**src/rtl/mdu_iter_if.sv**
```systemverilog
// rtl/mdu_iter_if.sv - start/busy/done and HI/LO bus between EX stage and the multiply/divide unit
//
// Ports (master = pipeline side, slave = mdu_iter):
//   start   op valid this cycle, sampled only while busy=0
//   op      operation code (MULT/MULTU/DIV/DIVU/MTHI/MTLO, optional MADD family)
//   rs, rt  operands A and B
//   cancel  abort an in-flight op
//   busy    iterative op in progress
//   done    one-cycle pulse when an iterative op writes HI/LO
//   hi, lo  architectural HI/LO registers
interface mdu_iter_if #(
    parameter int WIDTH = 32
);
    logic             start;
    logic [3:0]       op;
    logic [WIDTH-1:0] rs;
    logic [WIDTH-1:0] rt;
    logic             cancel;
    logic             busy;
    logic             done;
    logic [WIDTH-1:0] hi;
    logic [WIDTH-1:0] lo;

    modport master (
        output start, op, rs, rt, cancel,
        input  busy, done, hi, lo
    );

    modport slave (
        input  start, op, rs, rt, cancel,
        output busy, done, hi, lo
    );
endinterface

```
**src/rtl/mdu_iter.sv**
```systemverilog
// rtl/mdu_iter.sv - iterative shift-add multiply / restoring divide unit holding HI/LO
//
// One product or quotient bit is produced per cycle, so an accepted MULT/DIV
// family op keeps busy high for exactly WIDTH cycles before HI/LO are written.
// MTHI/MTLO write in a single cycle while idle.
//
// Ports:
//   clk    clock, all state changes on the rising edge
//   reset  synchronous, active-high
//   bus    mdu_iter_if slave modport (start/op/rs/rt/cancel in, busy/done/hi/lo out)
//
// Optional feature: define MDU_MADD_EN to enable MADD/MADDU/MSUB/MSUBU
// (ops 8-11), which accumulate the product into {hi,lo}. Without it those
// codes are NOPs and no accumulate adder exists.
module mdu_iter #(
    parameter int WIDTH = 32,
    parameter int CNT_W = 6
) (
    input logic      clk,
    input logic      reset,
    mdu_iter_if.slave bus
);

    localparam logic [3:0] OP_MULT  = 4'd0;
    localparam logic [3:0] OP_MULTU = 4'd1;
    localparam logic [3:0] OP_DIV   = 4'd2;
    localparam logic [3:0] OP_DIVU  = 4'd3;
    localparam logic [3:0] OP_MTHI  = 4'd6;
    localparam logic [3:0] OP_MTLO  = 4'd7;
`ifdef MDU_MADD_EN
    localparam logic [3:0] OP_MADD  = 4'd8;
    localparam logic [3:0] OP_MADDU = 4'd9;
    localparam logic [3:0] OP_MSUB  = 4'd10;
    localparam logic [3:0] OP_MSUBU = 4'd11;
`endif

    typedef enum logic [1:0] {
        S_IDLE,
        S_MUL,
        S_DIV
    } state_t;

    state_t               state;
    logic [CNT_W-1:0]     cnt;
    // Shared work register. MUL: upper half = partial product, lower half =
    // multiplier shifting out. DIV: upper half = remainder, lower half =
    // dividend shifting out / quotient shifting in.
    logic [2*WIDTH-1:0]   p;
    logic [WIDTH-1:0]     b_reg;      // multiplicand or divisor magnitude
    logic                 neg_q;      // negate product / quotient
    logic                 neg_r;      // negate remainder
    logic                 div_zero;
    logic                 busy_r;
    logic                 done_r;
    logic [WIDTH-1:0]     hi_r;
    logic [WIDTH-1:0]     lo_r;
`ifdef MDU_MADD_EN
    logic                 acc_r;
    logic                 acc_sub_r;
`endif

    assign bus.busy = busy_r;
    assign bus.done = done_r;
    assign bus.hi   = hi_r;
    assign bus.lo   = lo_r;

    // Op decode
    logic dec_mul, dec_div, dec_signed;
`ifdef MDU_MADD_EN
    logic dec_acc, dec_sub;
`endif

    always_comb begin
        dec_mul    = 1'b0;
        dec_div    = 1'b0;
        dec_signed = 1'b0;
`ifdef MDU_MADD_EN
        dec_acc    = 1'b0;
        dec_sub    = 1'b0;
`endif
        case (bus.op)
            OP_MULT:  begin dec_mul = 1'b1; dec_signed = 1'b1; end
            OP_MULTU: dec_mul = 1'b1;
            OP_DIV:   begin dec_div = 1'b1; dec_signed = 1'b1; end
            OP_DIVU:  dec_div = 1'b1;
`ifdef MDU_MADD_EN
            OP_MADD:  begin dec_mul = 1'b1; dec_signed = 1'b1; dec_acc = 1'b1; end
            OP_MADDU: begin dec_mul = 1'b1; dec_acc = 1'b1; end
            OP_MSUB:  begin dec_mul = 1'b1; dec_signed = 1'b1; dec_acc = 1'b1; dec_sub = 1'b1; end
            OP_MSUBU: begin dec_mul = 1'b1; dec_acc = 1'b1; dec_sub = 1'b1; end
`endif
            default: ;
        endcase
    end

    logic [WIDTH-1:0] a_mag, b_mag;
    assign a_mag = (dec_signed && bus.rs[WIDTH-1]) ? -bus.rs : bus.rs;
    assign b_mag = (dec_signed && bus.rt[WIDTH-1]) ? -bus.rt : bus.rt;

    // Multiply step: conditionally add multiplicand into the upper half,
    // then shift the whole register right, carry entering at the top.
    logic [WIDTH:0]       mul_sum;
    logic [2*WIDTH-1:0]   mul_next;
    assign mul_sum  = {1'b0, p[2*WIDTH-1:WIDTH]} + (p[0] ? {1'b0, b_reg} : '0);
    assign mul_next = {mul_sum, p[WIDTH-1:1]};

    // Restoring divide step: the shifted partial remainder is WIDTH+1 bits;
    // when it is >= divisor the difference always fits back into WIDTH bits.
    logic                 div_ok;
    logic [WIDTH-1:0]     div_sub;
    logic [2*WIDTH-1:0]   div_next;
    assign div_ok   = p[2*WIDTH-1:WIDTH-1] >= {1'b0, b_reg};
    assign div_sub  = p[2*WIDTH-2:WIDTH-1] - b_reg;
    assign div_next = div_ok ? {div_sub, p[WIDTH-2:0], 1'b1}
                             : {p[2*WIDTH-2:0], 1'b0};

    logic [2*WIDTH-1:0]   p_next;
    assign p_next = (state == S_DIV) ? div_next : mul_next;

    // Sign-corrected results, taken from the final step's value
    logic [2*WIDTH-1:0]   prod_res;
    logic [WIDTH-1:0]     q_res, r_res;
    assign prod_res = neg_q ? -p_next : p_next;
    // Divide by zero: quotient all ones; the remainder path already yields
    // rs because a zero divisor never fails the trial subtraction.
    assign q_res    = div_zero ? '1 : (neg_q ? -p_next[WIDTH-1:0] : p_next[WIDTH-1:0]);
    assign r_res    = neg_r ? -p_next[2*WIDTH-1:WIDTH] : p_next[2*WIDTH-1:WIDTH];

    always_ff @(posedge clk) begin
        if (reset) begin
            state     <= S_IDLE;
            cnt       <= '0;
            p         <= '0;
            b_reg     <= '0;
            neg_q     <= 1'b0;
            neg_r     <= 1'b0;
            div_zero  <= 1'b0;
            busy_r    <= 1'b0;
            done_r    <= 1'b0;
            hi_r      <= '0;
            lo_r      <= '0;
`ifdef MDU_MADD_EN
            acc_r     <= 1'b0;
            acc_sub_r <= 1'b0;
`endif
        end else begin
            done_r <= 1'b0;
            case (state)
                S_IDLE: begin
                    if (bus.start && !bus.cancel) begin
                        if (dec_mul || dec_div) begin
                            state    <= dec_mul ? S_MUL : S_DIV;
                            cnt      <= CNT_W'(WIDTH);
                            busy_r   <= 1'b1;
                            b_reg    <= dec_mul ? a_mag : b_mag;
                            p        <= {{WIDTH{1'b0}}, (dec_mul ? b_mag : a_mag)};
                            neg_q    <= dec_signed && (bus.rs[WIDTH-1] ^ bus.rt[WIDTH-1]);
                            neg_r    <= dec_signed && bus.rs[WIDTH-1];
                            div_zero <= dec_div && (bus.rt == '0);
`ifdef MDU_MADD_EN
                            acc_r     <= dec_acc;
                            acc_sub_r <= dec_sub;
`endif
                        end else if (bus.op == OP_MTHI) begin
                            hi_r <= bus.rs;
                        end else if (bus.op == OP_MTLO) begin
                            lo_r <= bus.rs;
                        end
                    end
                end
                default: begin
                    if (bus.cancel) begin
                        state  <= S_IDLE;
                        busy_r <= 1'b0;
                    end else begin
                        p   <= p_next;
                        cnt <= cnt - 1'b1;
                        if (cnt == CNT_W'(1)) begin
                            state  <= S_IDLE;
                            busy_r <= 1'b0;
                            done_r <= 1'b1;
                            if (state == S_MUL) begin
`ifdef MDU_MADD_EN
                                if (acc_r) begin
                                    if (acc_sub_r)
                                        {hi_r, lo_r} <= {hi_r, lo_r} - prod_res;
                                    else
                                        {hi_r, lo_r} <= {hi_r, lo_r} + prod_res;
                                end else begin
                                    {hi_r, lo_r} <= prod_res;
                                end
`else
                                {hi_r, lo_r} <= prod_res;
`endif
                            end else begin
                                hi_r <= r_res;
                                lo_r <= q_res;
                            end
                        end
                    end
                end
            endcase
        end
    end

endmodule

```
**src/flat_wrapper.sv**
```systemverilog
// flat-port wrapper written by rule: the top's interface ports become plain ports
module mdu_iter_flat 
#(
    parameter int WIDTH = 32,
    parameter int CNT_W = 6
)
  (clk, reset, bus_start, bus_op, bus_rs, bus_rt, bus_cancel, bus_busy, bus_done, bus_hi, bus_lo);
  mdu_iter_if #(.WIDTH(WIDTH)) bus_i ();
  input logic clk;
  input logic reset;
  input wire logic [$bits(bus_i.start)-1:0] bus_start;
  input wire logic [$bits(bus_i.op)-1:0] bus_op;
  input wire logic [$bits(bus_i.rs)-1:0] bus_rs;
  input wire logic [$bits(bus_i.rt)-1:0] bus_rt;
  input wire logic [$bits(bus_i.cancel)-1:0] bus_cancel;
  output wire logic [$bits(bus_i.busy)-1:0] bus_busy;
  output wire logic [$bits(bus_i.done)-1:0] bus_done;
  output wire logic [$bits(bus_i.hi)-1:0] bus_hi;
  output wire logic [$bits(bus_i.lo)-1:0] bus_lo;
  assign bus_i.start = bus_start;
  assign bus_i.op = bus_op;
  assign bus_i.rs = bus_rs;
  assign bus_i.rt = bus_rt;
  assign bus_i.cancel = bus_cancel;
  assign bus_busy = bus_i.busy;
  assign bus_done = bus_i.done;
  assign bus_hi = bus_i.hi;
  assign bus_lo = bus_i.lo;
  mdu_iter #(.WIDTH(WIDTH), .CNT_W(CNT_W)) u_core (.clk(clk), .reset(reset), .bus(bus_i));
endmodule
```
**config.mk**
```make
export PLATFORM = sky130hd
export DESIGN_NAME = mdu_iter_flat
export DESIGN_NICKNAME = d
export VERILOG_FILES = /design/src/rtl/mdu_iter_if.sv /design/src/rtl/mdu_iter.sv /design/src/flat_wrapper.sv
export SDC_FILE = /design/constraint.sdc
export NUM_CORES = 1
export LEC_CHECK = 0
export CAP_MARGIN = 25
export CELL_PAD_IN_SITES_DETAIL_PLACEMENT = 1
export CELL_PAD_IN_SITES_GLOBAL_PLACEMENT = 1
export CORE_MARGIN = 2
export CORE_UTILIZATION = 46
export DETAILED_ROUTE_END_ITERATION = 8
export DONT_BUFFER_PORTS = 1
export GPL_TIMING_DRIVEN = 0
export PLACE_DENSITY_LB_ADDON = 0.1
export RECOVER_POWER = 100
export SETUP_SLACK_MARGIN = 0.02
export SLEW_MARGIN = 40
export SYNTH_ARGS = -nofsm -noshare
export SYNTH_HDL_FRONTEND = slang
export SYNTH_SLANG_ARGS = --single-unit
```
**constraint.sdc**
```tcl
create_clock -name clk -period 5.2 [get_ports clk]
set_input_delay 0.26 -clock clk [delete_from_list [all_inputs] [get_ports clk]]
set_output_delay 0.26 -clock clk [all_outputs]
set_load 0.005 [all_outputs]
```
==> results by group, run 1 <==
Run status
  • Outcome: complete, no violations

Worst setup path
  • WP data arrival: around 5.5 ns
  • R2r endpoint: u_core.bus.hi[26]
  • Reg2reg start: u_core.state[0]
  • Reg2Reg Depth: 17
  • Critical path class: flop to flop
  • Reg2reg setup slack: roughly 0.0043 ns
  • CP Data Required Time: around 5.5 ns
  • Crit start category: flop
  • Crit path max fanout: 10
  • Crit path capture type: flop

Hold path
  • Hold Path End: u_core.b_reg[0]
  • Worst hold path type: primary input to flop
  • Min-delay src: bus_rt[0]
  • Worst hold path depth: 2

Floorplanning
  • # rows: 67
  • Die H: between 150 and 200 um
  • Starting Density: 0.468
  • Die ar.: about 36000 um^2
  • I/O pin count: between 100 and 150
  • Core area: around 34000 um^2
  • Die Wd: 189 um

STA
  • Final period util: 0.999
  • Min cycle time layout: 5.20 ns
  • Clock skew: between 0.015 and 0.02 ns
  • Headroom to the max-slew limit: 0.382
  • Final setup vio count: 0
  • Max Slew Vio Count: 0
  • Final hold violations: 0
  • Peak Freq: between 0.15 and 0.2 GHz
  • Transition time at the pin with the least slew margin: 0.928 ns
  • WHS: 0.0105 ns
  • RSZ-0062 raised after global routing: true

Synthesis
  • Main combinational cell family by area after synthesis: compound AO/OA/AOI/OAI gates
  • Net count after synthesis: roughly 2.4k
  • Post-synthesis xor/xnor area fraction: 0.0860
  • Post-Syn Area: 15700 um^2
  • Top-area cell type share of the netlist area: 0.221
  • Async S/R FF share, synth: 0
  • Syn_area_per_cell: slightly above 7 um^2
  • Synth Area in Adders: 0.0584
  • Mux share of post-synthesis cell area: 0.0277
  • Number of synthesized flops with an enable pin: 0
  • Simple-gate share of the synthesized area: 0.244
  • Post-synth top flop: dfxtp_1
  • Synth Area in Compound Gates: 0.309
  • Library cells used by synthesis: 101
  • FF+latch count, synth: approximately 170
  • Post-synthesis cell count: around 2.2k
  • Leading area contributor after synthesis: dfxtp_1
  • Register area share after synthesis: 0.221
  • Largest cells by area after synthesis: dfxtp_1 (22%), a21oi_1 (7.2%), nand2_1 (7.2%)
  • Yosys Warn Count: 0

Clocking
  • CTS clock-pin slew for the worst setup and hold paths: 0.08 ns
  • Root Buffer: clkbuf_16
  • Clk sink count: 173
  • Clock latency on the worst-skew pair: 0.47 ns
  • Inserted Clock Buffers: 17
  • CTS H-tree depth: 4
  • Clk buf depth: 2
  • CTS tree: done

GRT
  • Largest net degree at the start of global routing: 17
  • Initial antenna violation count: 0
  • First-pass GRT wire length: around 120000 um
  • Overflow after GRT: 0
  • Vias in the first global route: about 19k
  • GRT Resource Usage Total: 0.437

Detailed routing
  • Detailed Routing Iterations Pass 1: 6
  • Post-DRT Antenna Nets: 0
  • Vias per inst: just under 7
  • 1st-iter DRT viols: 1917
  • Drc violations: 0
  • Total wire length: between 70000 and 80000 um
  • Routed WL per cell: between 20 and 30 um
  • Vias: approximately 19k

Placement
  • Placer Congestion: 1.02
  • Port bufs: 0
  • Final HPWL DP: 64100 um

Cells and area
  • Layout cells sized above 1: 0.0763
  • Largest register by flop count: u_core.p
  • Fin nets: approximately 2.4k
  • Synth-to-Final Area Change: 11.4%
  • Antenna cells: 0
  • Max reg flops: 64

Run
  • Max-Cap Viols: 0

Power
  • Leakage power: 0.00680 uW
  • Total power: ~3800 uW
  • Power Dens Cells: between 200 and 250 nW/um^2
  • Max IR drop VDD: 0.263 mV
## per-stage QoR
step / worst slack (ns) / utilization / instances / instance area, um^2 / TNS [ns]
6_report: 0.00431 / 0.521 / 2716 / 17500 / 0
5_1_grt: -0.0280 / 0.521 / 2716 / 17500 / -0.0280
4_1_cts: 0.0382 / 0.513 / 2700 / 17200 / 0
3_5_place_dp: -2.08 / 0.486 / 2660 / 16300 / -43.62
3_3_place_gp: -2.43 / 0.484 / 2657 / 16200 / -55.64
2_1_floorplan: 0.563 / - / 2209 / 15700 / 0
## synth_stat cells (all sizes together), types with 24 or more instances
master	instances
or3	24
a31oi	60
xor2	72
nor2	181
xnor2	82
clkbuf	109
inv	63
nor3	62
o21ai	180
a211oi	26
nand2	300
and3	27
a21oi	229
nand3	51
ha	70
mux2i	40
o211ai	58
buf	37
dfxtp	173
and2	46
a21o	24
## layout by cell type, fill, tap and decap left out, drive strengths merged, types with 14 or more instances in the layout
master,count
a211oi,26
a21o,24
a21oi,229
a221oi,19
a22oi,16
a31oi,60
and2,46
and3,27
buf,54
clkbuf,128
dfxtp,173
ha,70
inv,68
mux2i,40
nand2,300
nand2b,18
nand3,51
nand4,21
nor2,181
nor3,62
nor4,21
o211ai,58
o21a,14
o21ai,180
o31ai,14
or3,24
xnor2,82
xor2,72
## metal layers
metal,vias up,track usage,share of wire
li1,8168,-,-
met1,9283,0.531,0.38
met2,1022,0.684,0.44
met3,304,0.0948,0.092
met4,0,0.311,0.087
met5,-,0,0
## worst max path at each step
stage,from,end,slack [ns]
detailed placement,u_core.state[0],u_core.bus.hi[26],-2.08
global placement,u_core.state[0],u_core.bus.hi[26],-2.43
finish,u_core.state[0],u_core.bus.hi[26],0.004
global route,u_core.p[0],u_core.bus.hi[25],-0.03
floorplan,u_core.state[0],u_core.bus.hi[12],0.56
CTS,u_core.state[0],u_core.bus.hi[12],0.04
## where the power goes
group	leakage (uW)	total (uW)	internal (uW)	switching, uW
logic	0.00508	934	277	657
registers	0.00140	1380	1350	29.6
clock network	0.000325	1520	878	645
total	0.00680	3830	2500	1330
## worst max-delay path, stage by stage, from the launching register on
cell and delay (ns):
dfxtp_2 0.46, nand2b_2 0.26, buf_4 0.28, buf_4 0.31, buf_6 0.25, buf_4 0.26, clkbuf_4 0.32, clkbuf_8 0.28
mux2i_4 0.32, ha_1 0.27, o21ai_1 0.18, nor3_2 0.24, o2111a_2 0.37, a31oi_4 0.23, nor4_4 0.40, a41oi_1 0.22
xnor2_1 0.23, o22ai_1 0.11
## layout make-up
class | count | area [um^2]
repair buffers | 28 | 229
clock inverters | 14 | 229
flip-flops and latches | 173 | 3470
multi-input cells | 1826 | 11600
plain buffers | 145 | 654
clock buffers | 18 | 439
fillers | 4396 | 16100
inverters | 64 | 240
well taps | 448 | 561
## logic make-up (layout without fill, tap and decap cells)
group | Yosys count | after routing
flops | 173 | 173
simple gates | 809 | 809
xor+xnor | 154 | 154
fa+ha+maj | 72 | 72
buf+inv | 210 | 269
compound gates | 748 | 748
mux | 43 | 43
## timing repair
item                                   4_1_cts  5_1_grt
pin swaps                                    2        8
setup buffers                                1       14
endpoints found under the hold margin        9        0
hold buffers                                 8        0
setup endpoints to repair                   39       20
resized for setup                           34       29
No activity file was read; power rests on OpenSTA's default activity.
==> run 2: changes to the inputs <==
ABC_AREA = 1   (was not set)
CORE_UTILIZATION = 45   (was 46)
==> run 2 against run 1 <==
Against the previous run:
- combinational power rose to 4.5 times the previous value
- sequential power increased by 12%
- critical endpoint is now u_core.bus.hi[25]
- synthesized area grew 12%
- worst setup slack gained 0.19 ns
- die area rose by 14%
- critical path depth increased by 5
- hold slack gained 0.0037 ns
==> results by group, run 2 <==
Synthesis
  • Main combinational cell family by area after synthesis: simple AND/OR/NAND/NOR gates
  • Syn_area_per_cell: 5.64 um^2 (-21%)
  • Largest cells by area after synthesis: nand2_1 (20%), dfxtp_1 (20%), inv_1 (10%)
  • Top-area cell type share of the netlist area: 0.203 (-0.0176)
  • Synth Area in Adders: 0.0522 (-0.00620)
  • Async S/R FF share, synth: 0 (unchanged)
  • Post-Syn Area: 17500 um^2 (+12%)
  • Simple-gate share of the synthesized area: 0.406 (+0.162)
  • Register area share after synthesis: 0.197 (-0.0235)
  • Number of synthesized flops with an enable pin: 0 (unchanged)
  • Post-synth top cells: nand2_1 (950), inv_1 (467), nor2_1 (307)
  • FF+latch count, synth: 173 (unchanged)
  • Net count after synthesis: 3255 (+38%)
  • Most frequent cell after synthesis: nand2_1
  • Post-synthesis cell count: 3111 (+41%)
  • Mux share of post-synthesis cell area: 0 (-0.0277)
  • Post-synthesis xor/xnor area fraction: 0.0419 (-0.0441)
  • Synth Area in Compound Gates: 0.169 (-0.139)
  • Leading area contributor after synthesis: nand2_1
  • Library cells used by synthesis: 62 (-39%)
  • Yosys Warn Count: 0 (unchanged)
  • Post-synth top flop: dfxtp_1

Power
  • Max IR drop VDD: 0.244 mV (-7.3%)
  • Leakage power: 0.00941 uW (+38%)
  • Power Dens Cells: 381 nW/um^2 (+74%)

Hold path
  • Min-delay src: bus_rs[4]
  • Worst hold path type: primary input to flop

Placement
  • Final HPWL DP: 74500 um (+16%)
  • Port bufs: 0 (unchanged)
  • Placer Congestion: 1.11 (+9.2%)
  • Pre-CTS setup slack: 0.598 ns (+2.68 ns)

Floorplanning
  • Die Wd: 201 um (+6.8%)
  • Starting Density: 0.455 (-0.0126)
  • Die ar.: 40600 um^2 (+14%)
  • I/O pin count: 138 (unchanged)
  • # rows: 72 (+7.5%)
  • Die H: 201 um (+6.8%)
  • Core area: 38600 um^2 (+15%)

Clocking
  • CTS tree: done
  • Clk sink count: 173 (unchanged)
  • Inserted Clock Buffers: 17 (unchanged)
  • CTS H-tree depth: 4 (unchanged)
  • Clock latency on the worst-skew pair: 0.48 ns (about the same)
  • CTS clock-pin slew for the worst setup and hold paths: 0.08 ns (about the same)
  • Root Buffer: clkbuf_16
  • Clk buf depth: 2 (unchanged)
  • Postcts setup bufs: 0 (-1)

STA
  • Headroom to the max-slew limit: 0.424 (+0.0428)
  • Final setup vio count: 0 (unchanged)
  • Clock skew: 0.0144 ns (-0.00535 ns)
  • Final hold violations: 0 (unchanged)
  • WHS: 0.0142 ns (+0.00365 ns)
  • Peak Freq: 0.200 GHz (+3.8%)
  • Setup_tns: 0 ns (unchanged)
  • PnR worst setup slack: 0.195 ns (+0.190 ns)
  • Transition time at the pin with the least slew margin: 0.858 ns (-0.0699 ns)
  • Max Slew Vio Count: 0 (unchanged)
  • Min cycle time layout: 5.01 ns (-0.190 ns)
  • RSZ-0062 raised after global routing: false
  • Final period util: 0.963 (-0.0366)

Detailed routing
  • Post-DRT Antenna Nets: 0 (unchanged)
  • Metal-1 WL: 34600 um (+14%)
  • Detailed-routed wire length on met2: 40900 um (+18%)
  • Wire length on met3: 7190 um (-1.8%)
  • Drc violations: 0 (unchanged)
  • Vias: 21.9k (+16%)
  • Detailed Routing Iterations Pass 1: 6 (unchanged)
  • 1st-iter DRT viols: 1912 (-0.26%)
  • Routed WL per cell: 24.6 um (-16%)
  • Top sig layer: met5
  • Total wire length: 90400 um (+14%)
  • Vias per inst: 5.96 (-14%)

Run
  • Max-Cap Viols: 0 (unchanged)

GRT
  • Vias in the first global route: 22.2k (+20%)
  • Largest net degree at the start of global routing: 18 (+1)
  • Overflow after GRT: 0 (unchanged)
  • Initial antenna violation count: 7 (+7)
  • First-pass GRT wire length: 135000 um (+15%)
  • GRT Resource Usage Total: 0.442 (+0.00526)

Worst setup path
  • Crit path from: u_core.b_reg[30]
  • Reg2reg start: u_core.b_reg[30]
  • WP data arrival: 5.41 ns (-0.09 ns)
  • Crit path max fanout: 10 (unchanged)
  • Crit path capture type: flop
  • CP Data Required Time: 5.61 ns (+0.11 ns)
  • Crit start category: flop
  • Critical path class: flop to flop

Cells and area
  • Synth-to-Final Area Change: 6.85%
  • Max reg flops: 64 (unchanged)
  • Layout cells sized above 1: 0.0470 (-0.0292)
  • Fin nets: 3277 (+37%)
  • Largest register by flop count: u_core.p
  • Commonest cells after routing, fill and taps aside: nand2_1 (955), inv_1 (468), nor2_1 (309)
  • Most common cell after layout, fill and taps aside: nand2_1
  • Area of the multi-input gates: 11700 um^2 (+0.14%)
  • Sequential standard cell area: 3460 um^2 (about the same)
  • Fillers: 5722 (+30%)

Run status
  • Outcome: complete, no violations
## run 2: power by group
| group | switching, uW | internal, uW | total, uW |
|---|---|---|---|
| combinational | 3110 | 1100 | 4210 |
| sequential | 104 | 1450 | 1550 |
| clock | 699 | 693 | 1390 |
## run 2: path summary, 6_finish.rpt
check,to,slack (ns),cells past startpoint
max,u_core.bus.hi[25],0.19,22
min,u_core.bus.hi[4],0.01,2
max reg2reg,u_core.bus.hi[25],0.19,22
min reg2reg,u_core.bus.lo[6],0.50,2
## run 2: routing by layer
metal / global-route usage / vias up
li1: - / 10000
met5: 0 / -
met4: 0.322 / 6
met2: 0.731 / 1067
met3: 0.0875 / 329
met1: 0.509 / 10400
## run 2: layout make-up
type / count / area share
repair buffers: 3 / 0.00160
well taps: 518 / 0.0346
diodes: 4 / 0.000534
multi-input cells: 2340 / 0.622
plain buffers: 108 / 0.0262
inverters: 490 / 0.0984
clock inverters: 14 / 0.00828
clock buffers: 18 / 0.0234
flip-flops and latches: 173 / 0.185
## run 2: cell families (layout without fill, tap and decap cells)
kind of cell	after synthesis	count (layout)
xor+xnor	84	84
fa+ha+maj	72	72
simple gates	1665	1665
compound gates	519	519
buf+inv	598	633
other cells	0	4
flops	173	173
## run 2: repair_timing
item,in CTS,in global routing
gates resized for setup,0,0
hold buffers,3,0
hold endpoints to repair,3,0
## run 2: worst max-delay path, stage by stage (launching register included)
cell     delay (ns)
dfxtp_1        0.45
inv_1          0.18
ha_1           0.39
nand2_1        0.09
nand2_1        0.06
nand2_1        0.06
nand2_1        0.09
a21oi_1        0.13
nand2_1        0.14
nor2_8         0.26
nand2_1        0.38
nand2_1        0.52
o21ai_0        0.29
nor2_2         0.32
nand2_1        0.16
nor2_1         0.20
nand2_1        0.18
nand2_1        0.09
and2_1         0.35
nand2_1        0.10
nand2_1        0.07
nand3_1        0.19
a21oi_1        0.19
## run 2: through the flow
stage	cell area, um^2	util	total power, uW	std cells
3_3_place_gp	18200	0.472	5520	3629
6_report	18700	0.486	7150	3668
2_1_floorplan	17500	-	4240	3111
3_5_place_dp	18200	0.472	5640	3629
5_1_grt	18700	0.486	7500	3664
4_1_cts	18800	0.488	7020	3664
